File: config.mk
export PLATFORM = sky130hd
export DESIGN_NAME = dbus_initiator_flat
export DESIGN_NICKNAME = d
export VERILOG_FILES = /design/src/rtl/dbus_initiator_pkg.sv /design/src/rtl/dbus_initiator_if.sv /design/src/rtl/dbus_initiator_lane.sv /design/src/rtl/dbus_initiator.sv /design/src/flat_wrapper.sv
export SDC_FILE = /design/constraint.sdc
export NUM_CORES = 1
export LEC_CHECK = 0
export CORE_MARGIN = 4
export CORE_UTILIZATION = 50
export CTS_CLUSTER_SIZE = 24
export DETAILED_ROUTE_END_ITERATION = 12
export PLACE_DENSITY = 0.86
export SYNTH_ARGS = -nofsm -noshare
export SYNTH_HDL_FRONTEND = slang
export SYNTH_HIERARCHICAL = 1
export SYNTH_SLANG_ARGS = --single-unit
File: constraint.sdc
create_clock -name clk -period 3.9 [get_ports clk]
set_clock_uncertainty 0.2 [all_clocks]
set_input_delay 0.39 -clock clk [delete_from_list [all_inputs] [get_ports clk]]
set_output_delay 0.39 -clock clk [all_outputs]
set_load 0.01 [all_outputs]
File: src/rtl/dbus_initiator_pkg.sv
// Shared encodings for the data-bus initiator: access sizes, FSM states,
// reset values and the request decode check.
package dbus_initiator_pkg;

    typedef enum logic [1:0] {
        SIZE_BYTE = 2'd0,
        SIZE_HALF = 2'd1,
        SIZE_WORD = 2'd2,
        SIZE_BAD  = 2'd3
    } size_e;

    typedef enum logic [2:0] {
        ST_IDLE  = 3'd0,
        ST_WREQ  = 3'd1,
        ST_RREQ  = 3'd2,
        ST_RWAIT = 3'd3,
        ST_DONE  = 3'd4
    } state_e;

    localparam logic [31:0] RST_WORD = 32'h0000_0000;
    localparam logic [3:0]  RST_STRB = 4'h0;
    localparam logic [15:0] CNT_MAX  = 16'hFFFF;

    // Misaligned half/word or the reserved size code never reach the bus.
    function automatic logic decode_err(input logic [1:0] size, input logic [1:0] addr_lo);
        case (size)
            SIZE_BYTE: decode_err = 1'b0;
            SIZE_HALF: decode_err = addr_lo[0];
            SIZE_WORD: decode_err = (addr_lo != 2'b00);
            default:   decode_err = 1'b1;
        endcase
    endfunction

endpackage

File: src/rtl/dbus_initiator_if.sv
// Host request/response handshake plus peripheral read/write channels.
interface dbus_initiator_if;
    logic        req_valid;
    logic        req_ready;
    logic        req_we;
    logic [31:0] req_addr;
    logic [1:0]  req_size;
    logic        req_unsigned;
    logic [31:0] req_wdata;
    logic        rsp_valid;
    logic [31:0] rsp_rdata;
    logic        rsp_err;
    logic        wready;
    logic        wvalid;
    logic [31:0] waddr;
    logic [31:0] wdata;
    logic [3:0]  wstrb;
    logic        rready;
    logic        rvalid;
    logic [31:0] raddr;
    logic        rresp;
    logic [31:0] rdata;

    modport master (
        input  req_valid, req_we, req_addr, req_size, req_unsigned, req_wdata,
        input  wvalid, rvalid, rresp, rdata,
        output req_ready, rsp_valid, rsp_rdata, rsp_err,
        output wready, waddr, wdata, wstrb, rready, raddr
    );

    modport slave (
        output req_valid, req_we, req_addr, req_size, req_unsigned, req_wdata,
        output wvalid, rvalid, rresp, rdata,
        input  req_ready, rsp_valid, rsp_rdata, rsp_err,
        input  wready, waddr, wdata, wstrb, rready, raddr
    );
endinterface

File: src/rtl/dbus_initiator_lane.sv
// Byte-lane steering: store strobes/replication and load shift/extension.
module dbus_initiator_lane
    import dbus_initiator_pkg::*;
(
    input  logic [1:0]  size,
    input  logic [1:0]  addr_lo,
    input  logic        is_unsigned,
    input  logic [31:0] store_data,
    input  logic [31:0] load_word,
    output logic [3:0]  strb,
    output logic [31:0] store_lanes,
    output logic [31:0] load_data
);
    logic [31:0] shifted_s;

    assign shifted_s = load_word >> {addr_lo, 3'b000};

    // Store side: enables and replicated data per access size.
    always_comb begin
        strb        = RST_STRB;
        store_lanes = RST_WORD;
        case (size)
            SIZE_BYTE: begin
                strb        = 4'b0001 << addr_lo;
                store_lanes = {4{store_data[7:0]}};
            end
            SIZE_HALF: begin
                strb        = 4'b0011 << addr_lo;
                store_lanes = {2{store_data[15:0]}};
            end
            SIZE_WORD: begin
                strb        = 4'b1111;
                store_lanes = store_data;
            end
            default: begin
                strb        = RST_STRB;
                store_lanes = RST_WORD;
            end
        endcase
    end

    // Load side: right-justified field, then sign or zero extension.
    always_comb begin
        load_data = shifted_s;
        case (size)
            SIZE_BYTE: load_data = is_unsigned ? {24'h000000, shifted_s[7:0]}
                                               : {{24{shifted_s[7]}}, shifted_s[7:0]};
            SIZE_HALF: load_data = is_unsigned ? {16'h0000, shifted_s[15:0]}
                                               : {{16{shifted_s[15]}}, shifted_s[15:0]};
            default:   load_data = shifted_s;
        endcase
    end
endmodule

File: src/rtl/dbus_initiator.sv
// Data-bus initiator: one load/store at a time from the memory stage to the
// peripheral bus, with decode checks and a bus timeout.
module dbus_initiator
    import dbus_initiator_pkg::*;
#(
    parameter int unsigned TIMEOUT = 255
) (
    input logic              clk,
    input logic              resetb,
    dbus_initiator_if.master bus
);
    localparam logic [15:0] TIMEOUT_L = TIMEOUT[15:0];

    state_e      state_r, state_next_s;
    logic [15:0] cnt_r, cnt_inc_s;
    logic [1:0]  size_r, addr_lo_r;
    logic        unsigned_r;
    logic        accept_s, timeout_s, in_bus_s;

    logic        req_ready_r, wready_r, rready_r, rsp_valid_r, rsp_err_r;
    logic [31:0] rsp_rdata_r, waddr_r, wdata_r, raddr_r;
    logic [3:0]  wstrb_r;
    logic        req_ready_nxt_s, wready_nxt_s, rready_nxt_s, rsp_valid_nxt_s, rsp_err_nxt_s;
    logic [31:0] rsp_rdata_nxt_s, waddr_nxt_s, wdata_nxt_s, raddr_nxt_s;
    logic [3:0]  wstrb_nxt_s;

    logic [3:0]  lane_strb_s;
    logic [31:0] lane_wdata_s, lane_load_s;

    assign accept_s  = req_ready_r & bus.req_valid;
    assign in_bus_s  = (state_r == ST_WREQ) | (state_r == ST_RREQ) | (state_r == ST_RWAIT);
    assign cnt_inc_s = (cnt_r == CNT_MAX) ? cnt_r : cnt_r + 16'd1;
    assign timeout_s = (cnt_inc_s >= TIMEOUT_L);

    // In IDLE the lanes see the incoming store; afterwards the latched load.
    dbus_initiator_lane u_lane (
        .size        ((state_r == ST_IDLE) ? bus.req_size : size_r),
        .addr_lo     ((state_r == ST_IDLE) ? bus.req_addr[1:0] : addr_lo_r),
        .is_unsigned (unsigned_r),
        .store_data  (bus.req_wdata),
        .load_word   (bus.rdata),
        .strb        (lane_strb_s),
        .store_lanes (lane_wdata_s),
        .load_data   (lane_load_s)
    );

    // State register, timeout counter and latched load attributes.
    always_ff @(posedge clk) begin
        if (resetb) begin
            state_r    <= ST_IDLE;
            cnt_r      <= 16'h0000;
            size_r     <= 2'b00;
            addr_lo_r  <= 2'b00;
            unsigned_r <= 1'b0;
        end else begin
            state_r <= state_next_s;
            if (accept_s) begin
                cnt_r      <= 16'h0000;
                size_r     <= bus.req_size;
                addr_lo_r  <= bus.req_addr[1:0];
                unsigned_r <= bus.req_unsigned;
            end else if (in_bus_s) begin
                cnt_r <= cnt_inc_s;
            end else begin
                cnt_r <= cnt_r;
            end
        end
    end

    // Next-state decode; a response in the same cycle as the timeout wins.
    always_comb begin
        state_next_s = state_r;
        case (state_r)
            ST_IDLE: begin
                if (!accept_s)                                        state_next_s = ST_IDLE;
                else if (decode_err(bus.req_size, bus.req_addr[1:0])) state_next_s = ST_DONE;
                else if (bus.req_we)                                  state_next_s = ST_WREQ;
                else                                                  state_next_s = ST_RREQ;
            end
            ST_WREQ:  state_next_s = (bus.wvalid || timeout_s) ? ST_DONE : ST_WREQ;
            ST_RREQ: begin
                if (bus.rvalid)     state_next_s = ST_RWAIT;
                else if (timeout_s) state_next_s = ST_DONE;
                else                state_next_s = ST_RREQ;
            end
            ST_RWAIT: state_next_s = (bus.rresp || timeout_s) ? ST_DONE : ST_RWAIT;
            ST_DONE:  state_next_s = ST_IDLE;
            default:  state_next_s = ST_IDLE;
        endcase
    end

    // Output values for the coming cycle, registered below.
    always_comb begin
        req_ready_nxt_s = (state_next_s == ST_IDLE);
        wready_nxt_s    = (state_next_s == ST_WREQ);
        rready_nxt_s    = (state_next_s == ST_RREQ);
        rsp_valid_nxt_s = (state_next_s == ST_DONE);
        rsp_err_nxt_s   = (state_next_s == ST_DONE) &&
                          !((state_r == ST_WREQ && bus.wvalid) || (state_r == ST_RWAIT && bus.rresp));
        rsp_rdata_nxt_s = (state_next_s == ST_DONE && state_r == ST_RWAIT && bus.rresp)
                          ? lane_load_s : RST_WORD;
        if (state_r == ST_IDLE && state_next_s == ST_WREQ) begin
            waddr_nxt_s = {bus.req_addr[31:2], 2'b00};
            wdata_nxt_s = lane_wdata_s;
            wstrb_nxt_s = lane_strb_s;
        end else begin
            waddr_nxt_s = waddr_r;
            wdata_nxt_s = wdata_r;
            wstrb_nxt_s = wstrb_r;
        end
        if (state_r == ST_IDLE && state_next_s == ST_RREQ) begin
            raddr_nxt_s = {bus.req_addr[31:2], 2'b00};
        end else begin
            raddr_nxt_s = raddr_r;
        end
    end

    // Output registers.
    always_ff @(posedge clk) begin
        if (resetb) begin
            req_ready_r <= 1'b0;
            wready_r    <= 1'b0;
            rready_r    <= 1'b0;
            rsp_valid_r <= 1'b0;
            rsp_err_r   <= 1'b0;
            rsp_rdata_r <= RST_WORD;
            waddr_r     <= RST_WORD;
            wdata_r     <= RST_WORD;
            wstrb_r     <= RST_STRB;
            raddr_r     <= RST_WORD;
        end else begin
            req_ready_r <= req_ready_nxt_s;
            wready_r    <= wready_nxt_s;
            rready_r    <= rready_nxt_s;
            rsp_valid_r <= rsp_valid_nxt_s;
            rsp_err_r   <= rsp_err_nxt_s;
            rsp_rdata_r <= rsp_rdata_nxt_s;
            waddr_r     <= waddr_nxt_s;
            wdata_r     <= wdata_nxt_s;
            wstrb_r     <= wstrb_nxt_s;
            raddr_r     <= raddr_nxt_s;
        end
    end

    assign bus.req_ready = req_ready_r;
    assign bus.wready    = wready_r;
    assign bus.rready    = rready_r;
    assign bus.rsp_valid = rsp_valid_r;
    assign bus.rsp_err   = rsp_err_r;
    assign bus.rsp_rdata = rsp_rdata_r;
    assign bus.waddr     = waddr_r;
    assign bus.wdata     = wdata_r;
    assign bus.wstrb     = wstrb_r;
    assign bus.raddr     = raddr_r;
endmodule

File: src/flat_wrapper.sv
// flat-port wrapper written by rule: the top's interface ports become plain ports
module dbus_initiator_flat import dbus_initiator_pkg::*;
#(
    parameter int unsigned TIMEOUT = 255
)
  (clk, resetb, bus_req_valid, bus_req_we, bus_req_addr, bus_req_size, bus_req_unsigned, bus_req_wdata, bus_wvalid, bus_rvalid, bus_rresp, bus_rdata, bus_req_ready, bus_rsp_valid, bus_rsp_rdata, bus_rsp_err, bus_wready, bus_waddr, bus_wdata, bus_wstrb, bus_rready, bus_raddr);
  dbus_initiator_if bus_i ();
  input logic clk;
  input logic resetb;
  input wire logic [$bits(bus_i.req_valid)-1:0] bus_req_valid;
  input wire logic [$bits(bus_i.req_we)-1:0] bus_req_we;
  input wire logic [$bits(bus_i.req_addr)-1:0] bus_req_addr;
  input wire logic [$bits(bus_i.req_size)-1:0] bus_req_size;
  input wire logic [$bits(bus_i.req_unsigned)-1:0] bus_req_unsigned;
  input wire logic [$bits(bus_i.req_wdata)-1:0] bus_req_wdata;
  input wire logic [$bits(bus_i.wvalid)-1:0] bus_wvalid;
  input wire logic [$bits(bus_i.rvalid)-1:0] bus_rvalid;
  input wire logic [$bits(bus_i.rresp)-1:0] bus_rresp;
  input wire logic [$bits(bus_i.rdata)-1:0] bus_rdata;
  output wire logic [$bits(bus_i.req_ready)-1:0] bus_req_ready;
  output wire logic [$bits(bus_i.rsp_valid)-1:0] bus_rsp_valid;
  output wire logic [$bits(bus_i.rsp_rdata)-1:0] bus_rsp_rdata;
  output wire logic [$bits(bus_i.rsp_err)-1:0] bus_rsp_err;
  output wire logic [$bits(bus_i.wready)-1:0] bus_wready;
  output wire logic [$bits(bus_i.waddr)-1:0] bus_waddr;
  output wire logic [$bits(bus_i.wdata)-1:0] bus_wdata;
  output wire logic [$bits(bus_i.wstrb)-1:0] bus_wstrb;
  output wire logic [$bits(bus_i.rready)-1:0] bus_rready;
  output wire logic [$bits(bus_i.raddr)-1:0] bus_raddr;
  assign bus_i.req_valid = bus_req_valid;
  assign bus_i.req_we = bus_req_we;
  assign bus_i.req_addr = bus_req_addr;
  assign bus_i.req_size = bus_req_size;
  assign bus_i.req_unsigned = bus_req_unsigned;
  assign bus_i.req_wdata = bus_req_wdata;
  assign bus_i.wvalid = bus_wvalid;
  assign bus_i.rvalid = bus_rvalid;
  assign bus_i.rresp = bus_rresp;
  assign bus_i.rdata = bus_rdata;
  assign bus_req_ready = bus_i.req_ready;
  assign bus_rsp_valid = bus_i.rsp_valid;
  assign bus_rsp_rdata = bus_i.rsp_rdata;
  assign bus_rsp_err = bus_i.rsp_err;
  assign bus_wready = bus_i.wready;
  assign bus_waddr = bus_i.waddr;
  assign bus_wdata = bus_i.wdata;
  assign bus_wstrb = bus_i.wstrb;
  assign bus_rready = bus_i.rready;
  assign bus_raddr = bus_i.raddr;
  dbus_initiator #(.TIMEOUT(TIMEOUT)) u_core (.clk(clk), .resetb(resetb), .bus(bus_i));
endmodule
==> results of run 1 <==
-- stage by stage --
step	util (%)	cells	area [µm²]	setup slack [ns]	hold slack, ns
final	72.31	1288	10190	0.8287	0.02135
after CTS	72.31	1288	10190	0.8333	0.003718
after detailed placement	68.26	1258	9622	0.7535	0.2457
after floorplan	-	906	7297	1.188	0.2338
after global placement	68.26	1258	9622	0.8379	0.2403
after global routing	72.31	1288	10190	0.6537	0.02309
-- area by class of cell --
type                            instances  area [µm²]
Inverter                                5       18.77
Tap cell                              180       225.2
Fill cell                            1082        3902
Clock buffer                           20       456.7
Sequential cell                       157        3143
Clock inverter                         10       115.1
Multi-Input combinational cell        670        3782
Timing Repair Buffer                  246        2452
-- final timing paths --
check,from,endpoint,slack (ns),depth (start not counted)
worst min-delay path,resetb,u_core/addr_lo_r[0],0.02,2
worst max register to register,u_core/state_r[0],u_core/bus.rsp_rdata[17],0.83,6
worst max-delay path,u_core/state_r[0],u_core/bus.rsp_rdata[17],0.83,6
worst min register to register,u_core/bus.raddr[13],u_core/bus.raddr[13],0.25,2
-- cells in the final DEF, fill, tap and decap left out, types with 4 or more instances in the layout --
| cell | n |
|---|---|
| a221oi_1 | 7 |
| o21a_1 | 4 |
| conb_1 | 4 |
| xnor2_1 | 6 |
| nand3_2 | 10 |
| a21oi_1 | 139 |
| mux2i_1 | 13 |
| a22oi_1 | 16 |
| nand2b_1 | 6 |
| clkbuf_16 | 17 |
| a21o_1 | 8 |
| dfxtp_1 | 157 |
| o21ai_0 | 31 |
| clkdlybuf4s50_1 | 237 |
| nor2b_1 | 15 |
| buf_4 | 8 |
| nand3_1 | 20 |
| xor2_1 | 5 |
| and2_1 | 41 |
| mux2_2 | 21 |
| nand4_1 | 10 |
| nand2_1 | 226 |
| nor3_1 | 9 |
| inv_1 | 4 |
| nor2_1 | 27 |
-- where the power goes --
part | switching (mW) | internal (mW)
Combinational | 0.712 | 0.566
Clock | 0.654 | 0.969
Sequential | 0.0536 | 1.67
Total | 1.42 | 3.21
-- cells by family (layout without fill, tap and decap cells) --
logic type / Yosys count / count (layout) / synth area share (%)
and+or+nand+nor: 395 / 395 / 26.70
AOI/OAI and AO/OA: 222 / 222 / 17.88
DFF: 157 / 157 / 43.14
buffers and inverters: 79 / 281 / 5.186
muxes: 37 / 37 / 5.547
xor gates and xnor gates: 11 / 11 / 1.322
adders and majority gates: 1 / 1 / 0.1717
other: 1 / 4 / 0.05147
-- state kept, by name, indices dropped and copies added, names as in the netlist, 2 cells and up --
name	count
u_core/bus.rsp_rdata	32
u_core/bus.wdata	32
u_core/bus.raddr	30
u_core/bus.waddr	30
u_core/cnt_r	16
u_core/bus.wstrb	4
u_core/state_r	3
u_core/addr_lo_r	2
u_core/size_r	2
-- metal layers --
| metal | wire (µm) | up-vias |
|---|---|---|
| met1 | 8779 | 3273 |
| met5 | 0 | - |
| met3 | 2282 | 42 |
| met4 | 535 | 0 |
| li1 | - | 3463 |
| met2 | 10400 | 322 |
==> run summary, run 1 <==
first-pass GRT wire length: 33980 µm
Core Area: 14100 µm²
clk_lat worst skew: 0.42 ns
list of most frequent post-synthesis cells: 227 x nand2_1, 157 x dfxtp_1, 139 x a21oi_1
post-CTS setup buffer count: 0
Synth top area share: 43.14%
Initial Util: 51.69%
Fin Setup TNS: 0 ns
Clock Tree Root: clkbuf_16
initial DRC count: 788
die height: 128.7 µm
CTS sink cnt: 157
register area share after synthesis: 43.14%
GR Layer Usage met2: 41.65%
Slew headroom: 31.43%
top cells by area, synth: dfxtp_1 43%, nand2_1 12%, a21oi_1 9.5%
Pleak: 3.646 nW
clock transition at the registers of the reported paths: 0.06 ns
Rows: 43
share of layout cells above drive strength 1: 8.123%
Post-synth EDFFs: 0
initial antenna violation count: 0
CTS tree: done
I/O Buffers: 238
crit start category: flip-flop
kind of critical path: reg2reg
cts repair resizes: 0
YS warnings: 6
worst path required time: 4.06 ns
clk buf depth: 2
number of global-route vias before repair: 6585
Ports: 243
CP cell instances: nor3_2, mux2_2, mux2i_1, or4_1, nand3_1, and2_1
FMAX: 325.6 MHz
DRC viols: 0
Post-Route WL: 22000 µm
CP arrival: 3.23 ns
unrepaired setup endpoints after global routing: false
area of the mapped netlist: 7286 µm²
area delta synth->final: 39.91%
WL per Instance: 17.08 µm
gr usage total: 25.56%
met3 Use GR: 8.593%
status: completed
fin. max-slew vios: 0
vias per std cell: 5.512
Netlist cell types: 64
Die Wd: 128.7 µm
Final #Nets: 1204
worst vdd ir: 414.5 µV
hold_buf cts: 0
grt total ovfl: 0
TritonRoute pass-1 iters: 8
total die area: 16570 µm²
grt peak-use layer: met2
Synth Instances: 903
Min Clock Period, post-route: 3.071 ns
crit-path leading delay family: simple AND/OR/NAND/NOR gates
vias after detailed routing: 7100
most common cell in the netlist: nand2_1
Hold WC Path Type: in2reg
CP max stage delay: 0.86 ns
asr flop ratio synth: 0%
pin count of the biggest net entering global routing: 99
GP Congestion: 0.8888
worst slew pin tran: 1.029 ns
Post-DP HPWL: 15200 µm
H-tree depth: 4
fin crit share: 78.75%
PwrDens: 454.1 nW/µm²
# diodes: 0
CP Capture Type: flip-flop
cell accounting for the most synthesized area: dfxtp_1
max_cap viols: 0
WP buf/inv: 0
Fin. Hold Viols: 0
syn_area_per_cell: 8.068 µm²
Pwr Total: 4.628 mW
setup violators final: 0
clock buffer count from CTS: 17
#FFs+latches synth: 157
slowest CP cell: or4_1
ys flop type: dfxtp_1
met1 Use GR: 31.45%
post-route ant nets: 0
worst-path fanout max: 25
Power figures use the tool's default switching activity.
==> run 2, diff against run 1 <==
- CORE_UTILIZATION: 50 -> 46
- PLACE_DENSITY: 0.86 -> 0.8
- clock period: 3.9 -> 2.9 ns (I/O delays scaled with it)
==> run 2 against run 1 <==
Effect of this change:
- clock power increased by 41%
- largest power group unchanged
- register-to-register slack lost 0.66 ns
- utilization decreased by 4.2 points
- critical path type unchanged
==> run summary, run 2 (synthesis gave the netlist of run 1 again) <==
max_cap viols: 0 (unchanged)
Reg2Reg Depth: 8 (was 6)
worst slew pin tran: 1.033 ns (was 1.029 ns)
worst hold slack: 0.2366 ns (was 0.02135 ns)
CP arrival: 2.87 ns (was 3.23 ns)
Hold WC Path Type: in2reg (unchanged)
kind of critical path: reg2reg (unchanged)
FMAX: 366.8 MHz (was 325.6 MHz)
vias per std cell: 5.292 (was 5.512)
pin count of the biggest net entering global routing: 97 (was 99)
setup ws final: 0.1736 ns (was 0.8287 ns)
Fin. Hold Viols: 0 (unchanged)
Min Clock Period, post-route: 2.726 ns (was 3.071 ns)
placed cell area: 9836 µm² (was 9622 µm²)
Fin Setup TNS: 0 ns (unchanged)
gr usage total: 23.87% (was 25.56%)
Post-DP HPWL: 15130 µm (was 15200 µm)
Pwr Total: 6.459 mW (was 4.628 mW)
initial antenna violation count: 0 (unchanged)
Rows: 45 (was 43)
Post-Route WL: 22080 µm (was 22000 µm)
Pleak: 3.782 nW (was 3.646 nW)
WL per Instance: 16.45 µm (was 17.08 µm)
CTS sink cnt: 157 (unchanged)
post-CTS setup buffer count: 0 (unchanged)
Final #Nets: 1225 (was 1204)
Final Non-Filler Cells: 1342 (was 1288)
worst path required time: 3.04 ns (was 4.06 ns)
share of layout cells above drive strength 1: 10.43% (was 8.123%)
clk buf depth: 2 (unchanged)
hold depth: 3 (was 2)
Core Area: 15370 µm² (was 14100 µm²)
PwrDens: 617.1 nW/µm² (was 454.1 nW/µm²)
Placed Cells: 1309 (was 1258)
Place WS: 0.07473 ns (was 0.7535 ns)
clk_lat worst skew: 0.42 ns (about the same)
Final Cell Area: 10470 µm² (was 10190 µm²)
unrepaired setup endpoints after global routing: false (unchanged)
final design utilization: 68.09% (was 72.31%)
crit start category: flip-flop (unchanged)
first-pass GRT wire length: 34690 µm (was 33980 µm)
number of global-route vias before repair: 6808 (was 6585)
area occupied by registers: 3146 µm² (was 3143 µm²)
Die Wd: 133.9 µm (was 128.7 µm)
setup violators final: 0 (unchanged)
total die area: 17920 µm² (was 16570 µm²)
worst-path fanout max: 25 (unchanged)
post-route ant nets: 0 (unchanged)
CTS tree: done (unchanged)
Ports: 243 (unchanged)
TritonRoute pass-1 iters: 7 (was 8)
Clock Tree Root: clkbuf_16 (unchanged)
initial DRC count: 617 (was 788)
die height: 133.9 µm (was 128.7 µm)
DRC viols: 0 (unchanged)
CP Capture Type: flip-flop (unchanged)
clock buffer count from CTS: 17 (unchanged)
vias after detailed routing: 7102 (was 7100)
# diodes: 0 (unchanged)
fin. max-slew vios: 0 (unchanged)
fill cell count: 1254 (was 1082)
worst vdd ir: 444.5 µV (was 414.5 µV)
Slew headroom: 31.13% (was 31.43%)
fin crit share: 94.01% (was 78.75%)
most frequent cells in the layout: 237 x clkdlybuf4s50_1, 226 x nand2_1, 155 x dfxtp_1 (was 237 x clkdlybuf4s50_1, 226 x nand2_1, 157 x dfxtp_1)
Multi-input gate area: 3795 µm² (was 3782 µm²)
area delta synth->final: 43.65% (was 39.91%)
GP Congestion: 0.9132 (was 0.8888)
I/O Buffers: 238 (unchanged)
grt total ovfl: 0 (unchanged)
H-tree depth: 4 (unchanged)
status: completed (unchanged)
clock transition at the registers of the reported paths: 0.07 ns (was 0.06 ns)
most common cell after layout, fill and taps aside: clkdlybuf4s50_1 (unchanged)
Initial Util: 47.40% (was 51.69%)
[run 2: cell types whose count changed in the layout (fill, tap and decap cells not counted), sizes merged]
cell	change
inv	+4
buf	+20
clkinvlp	-1
clkbuf	-1
dlygate4sd3	+1
[run 2: final timing paths]
kind                   startpoint                    to  slack (ns)
max             u_core/state_r[1]  u_core/bus.wdata[23]        0.17
min               bus_req_addr[3]   u_core/bus.waddr[3]        0.24
max reg2reg     u_core/state_r[1]  u_core/bus.wdata[23]        0.17
min reg2reg  u_core/bus.raddr[29]  u_core/bus.raddr[29]        0.25
[run 2: routing by layer]
metal,up-vias,GRT usage [%],routed length [µm]
li1,3511,-,-
met1,3264,29.31,8993
met2,288,39.58,10570
met3,39,7.277,1983
met4,0,8.800,527
met5,-,0,0
[run 2: worst max-delay path, cell delays in order, from the launching register on]
cell and delay (ns):
dfxtp_1 0.35, nor3_2 0.30, buf_4 0.19, mux2_2 0.38
buf_4 0.23, nor2b_1 0.58, a21o_1 0.21, nand2_1 0.04
a21oi_1 0.15
[run 2: timing repair]
item	4_1_cts	5_1_grt
endpoints found under the hold margin	6	0
hold buffers	1	0
gates resized for setup	0	5
setup endpoints to repair	0	4
[run 2: final cells by class]
class | instances | share of cell area (%)
clock buffers | 19 | 4.328
multi-input cells | 670 | 36.26
clock inverters | 13 | 1.458
well taps | 211 | 2.522
inverters | 5 | 0.1793
flip-flops and latches | 157 | 30.05
repair buffers | 267 | 25.20
[run 2: power by group]
part	internal, mW	leakage, nW	switching (mW)
Combinational	0.853	2.22	0.994
Clock	1.33	0.293	0.954
Sequential	2.25	1.27	0.0710
Total	4.44	3.78	2.02
==> run 3, diff against run 2 <==
- SETUP_SLACK_MARGIN: default -> 0.1
==> run 3 against run 2 <==
Effect of this change:
- register-to-register slack about the same
- sequential share of layout area about the same
- sequential power about the same
- first-iteration DRC count increased by 0.65%
- total power about the same
- combinational power about the same
- utilization about the same
- maximum frequency increased by 0.14%
- non-clock buffer count unchanged
- die area unchanged
- critical path type unchanged
==> run summary, run 3 (synthesis gave the netlist of run 1 again) <==
Rows: 45 (unchanged)
# diodes: 0 (unchanged)
FMAX: 367.3 MHz (was 366.8 MHz)
Stages on worst setup path: 9 (was 8)
number of global-route vias before repair: 6809 (was 6808)
most common cell after layout, fill and taps aside: clkdlybuf4s50_1 (unchanged)
max_cap viols: 0 (unchanged)
setup violators final: 0 (unchanged)
fill cell count: 1253 (was 1254)
Hold WC Path Type: in2reg (unchanged)
Post-DP HPWL: 15130 µm (unchanged)
I/O Buffers: 238 (unchanged)
clk buf depth: 2 (unchanged)
clock transition at the registers of the reported paths: 0.07 ns (about the same)
CP arrival: 2.83 ns (was 2.87 ns)
Final #Nets: 1225 (unchanged)
clock buffer count from CTS: 17 (unchanged)
most frequent cells in the layout: 237 x clkdlybuf4s50_1, 226 x nand2_1, 155 x dfxtp_1 (unchanged)
slowest CP cell: dfxtp_2 (was nor2b_1)
share of layout cells above drive strength 1: 10.52% (was 10.43%)
pin count of the biggest net entering global routing: 97 (unchanged)
worst vdd ir: 444.1 µV (was 444.5 µV)
Final Cell Area: 10470 µm² (about the same)
CTS sink cnt: 157 (unchanged)
unrepaired setup endpoints after global routing: true (was false)
post-route ant nets: 0 (unchanged)
Fin Setup TNS: 0 ns (unchanged)
vias after detailed routing: 7077 (was 7102)
Core Area: 15370 µm² (unchanged)
fin crit share: 93.88% (was 94.01%)
initial antenna violation count: 0 (unchanged)
worst path required time: 3.01 ns (was 3.04 ns)
grt peak-use layer: met2 (unchanged)
die height: 133.9 µm (unchanged)
initial DRC count: 621 (was 617)
WL per Instance: 16.44 µm (was 16.45 µm)
CP startpoint: u_core/cnt_r[0] (was u_core/state_r[1])
vias per std cell: 5.273 (was 5.292)
Min Clock Period, post-route: 2.723 ns (was 2.726 ns)
DRC viols: 0 (unchanged)
met3 Use GR: 7.277% (unchanged)
Reg2Reg Depth: 9 (was 8)
Worst R2R End: u_core/bus.req_ready (was u_core/bus.wdata[23])
Clock Tree Root: clkbuf_16 (unchanged)
Fin. Hold Viols: 0 (unchanged)
setup slack, reg-to-reg: 0.18 ns (was 0.17 ns)
placed cell area: 9836 µm² (unchanged)
Pleak: 3.782 nW (about the same)
grt total ovfl: 0 (unchanged)
GR Layer Usage met2: 39.58% (unchanged)
Slew headroom: 30.85% (was 31.13%)
CP endpoint: u_core/bus.req_ready (was u_core/bus.wdata[23])
setup ws final: 0.1773 ns (was 0.1736 ns)
area delta synth->final: 43.69% (was 43.65%)
met1 Use GR: 29.31% (unchanged)
Multi-input gate area: 3797 µm² (was 3795 µm²)
total die area: 17920 µm² (unchanged)
H-tree depth: 4 (unchanged)
CP max stage delay: 0.39 ns (was 0.58 ns)
Die Wd: 133.9 µm (unchanged)
CP Capture Type: flip-flop (unchanged)
status: completed (unchanged)
fin. max-slew vios: 0 (unchanged)
WP buf/inv: 1 (was 2)
RR Startpoint: u_core/cnt_r[0] (was u_core/state_r[1])
Ports: 243 (unchanged)
gr usage total: 23.87% (unchanged)
Initial Util: 47.40% (unchanged)
Place WS: 0.07473 ns (unchanged)
crit-path leading delay family: simple AND/OR/NAND/NOR gates (unchanged)
Post-Route WL: 22070 µm (was 22080 µm)
worst slew pin tran: 1.037 ns (was 1.033 ns)
TritonRoute pass-1 iters: 6 (was 7)
first-pass GRT wire length: 34690 µm (unchanged)
PwrDens: 616.7 nW/µm² (was 617.1 nW/µm²)
crit start category: flip-flop (unchanged)
clk_lat worst skew: 0.42 ns (about the same)
GP Congestion: 0.9132 (unchanged)
kind of critical path: reg2reg (unchanged)
CTS tree: done (unchanged)
Pwr Total: 6.457 mW (was 6.459 mW)
CP cell instances: ha_2, nand3_1, buf_4, nor3_1, mux2_1, a211oi_2, nand3_2, o31ai_4, and4bb_1 (was nor3_2, buf_4, mux2_2, buf_4, nor2b_1, a21o_1, nand2_1, a21oi_1)
worst-path fanout max: 7 (was 25)
area occupied by registers: 3146 µm² (unchanged)
## run 3: cell counts in the layout (fill, tap and decap cells not counted)
No cell type changed its count.
## run 3: final cells by class
| class | count | area share, % |
|---|---|---|
| clock inverters | 13 | 1.458 |
| repair buffers | 267 | 25.19 |
| flip-flops and latches | 157 | 30.05 |
| inverters | 5 | 0.1793 |
| clock buffers | 19 | 4.327 |
| well taps | 211 | 2.522 |
| multi-input cells | 670 | 36.27 |
## run 3: worst min path at each step
stage,endpoint,slack [ns],cells after the start,startpoint
finish,u_core/bus.waddr[3],0.24,3,bus_req_addr[3]
floorplan,u_core/bus.raddr[10],0.23,2,bus_req_addr[10]
CTS,u_core/bus.waddr[3],0.22,3,bus_req_addr[3]
global placement,u_core/bus.waddr[2],0.24,2,u_core/bus.waddr[2]
global route,u_core/bus.raddr[13],0.25,3,bus_req_addr[13]
detailed placement,u_core/bus.waddr[24],0.25,2,u_core/bus.waddr[24]
## run 3: layer usage
layer / wire (µm) / vias to the layer above
met1: 8997 / 3248
li1: - / 3512
met4: 501 / 0
met3: 2012 / 37
met2: 10560 / 280
met5: 0 / -
## run 3: report_power, final
part	leakage (nW)	total, mW	internal [mW]	switching (mW)
registers	1.27	2.32	2.25	0.0712
clock network	0.293	2.29	1.33	0.952
logic	2.22	1.85	0.855	0.992
total	3.78	6.46	4.44	2.02
## run 3: tightest hold or removal path: stages
cell	delay, ns
clkdlybuf4s50_1	0.42
nand2_1	0.06
a21oi_1	0.05
## run 3: stage by stage
step	utilization, %	hold slack [ns]	instances
3_3_place_gp	63.99	0.2405	1309
5_1_grt	68.11	0.2459	1342
4_1_cts	68.02	0.2221	1342
6_report	68.11	0.2375	1342
3_5_place_dp	63.99	0.2457	1309
2_1_floorplan	-	0.2260	906
## run 3: timing repair
| item | CTS | global route |
|---|---|---|
| hold endpoints to repair | 6 | 0 |
| setup endpoints to repair | 1 | 15 |
| setup buffers | 0 | 0 |
| hold buffers | 1 | 0 |
| gates resized for setup | 2 | 4 |
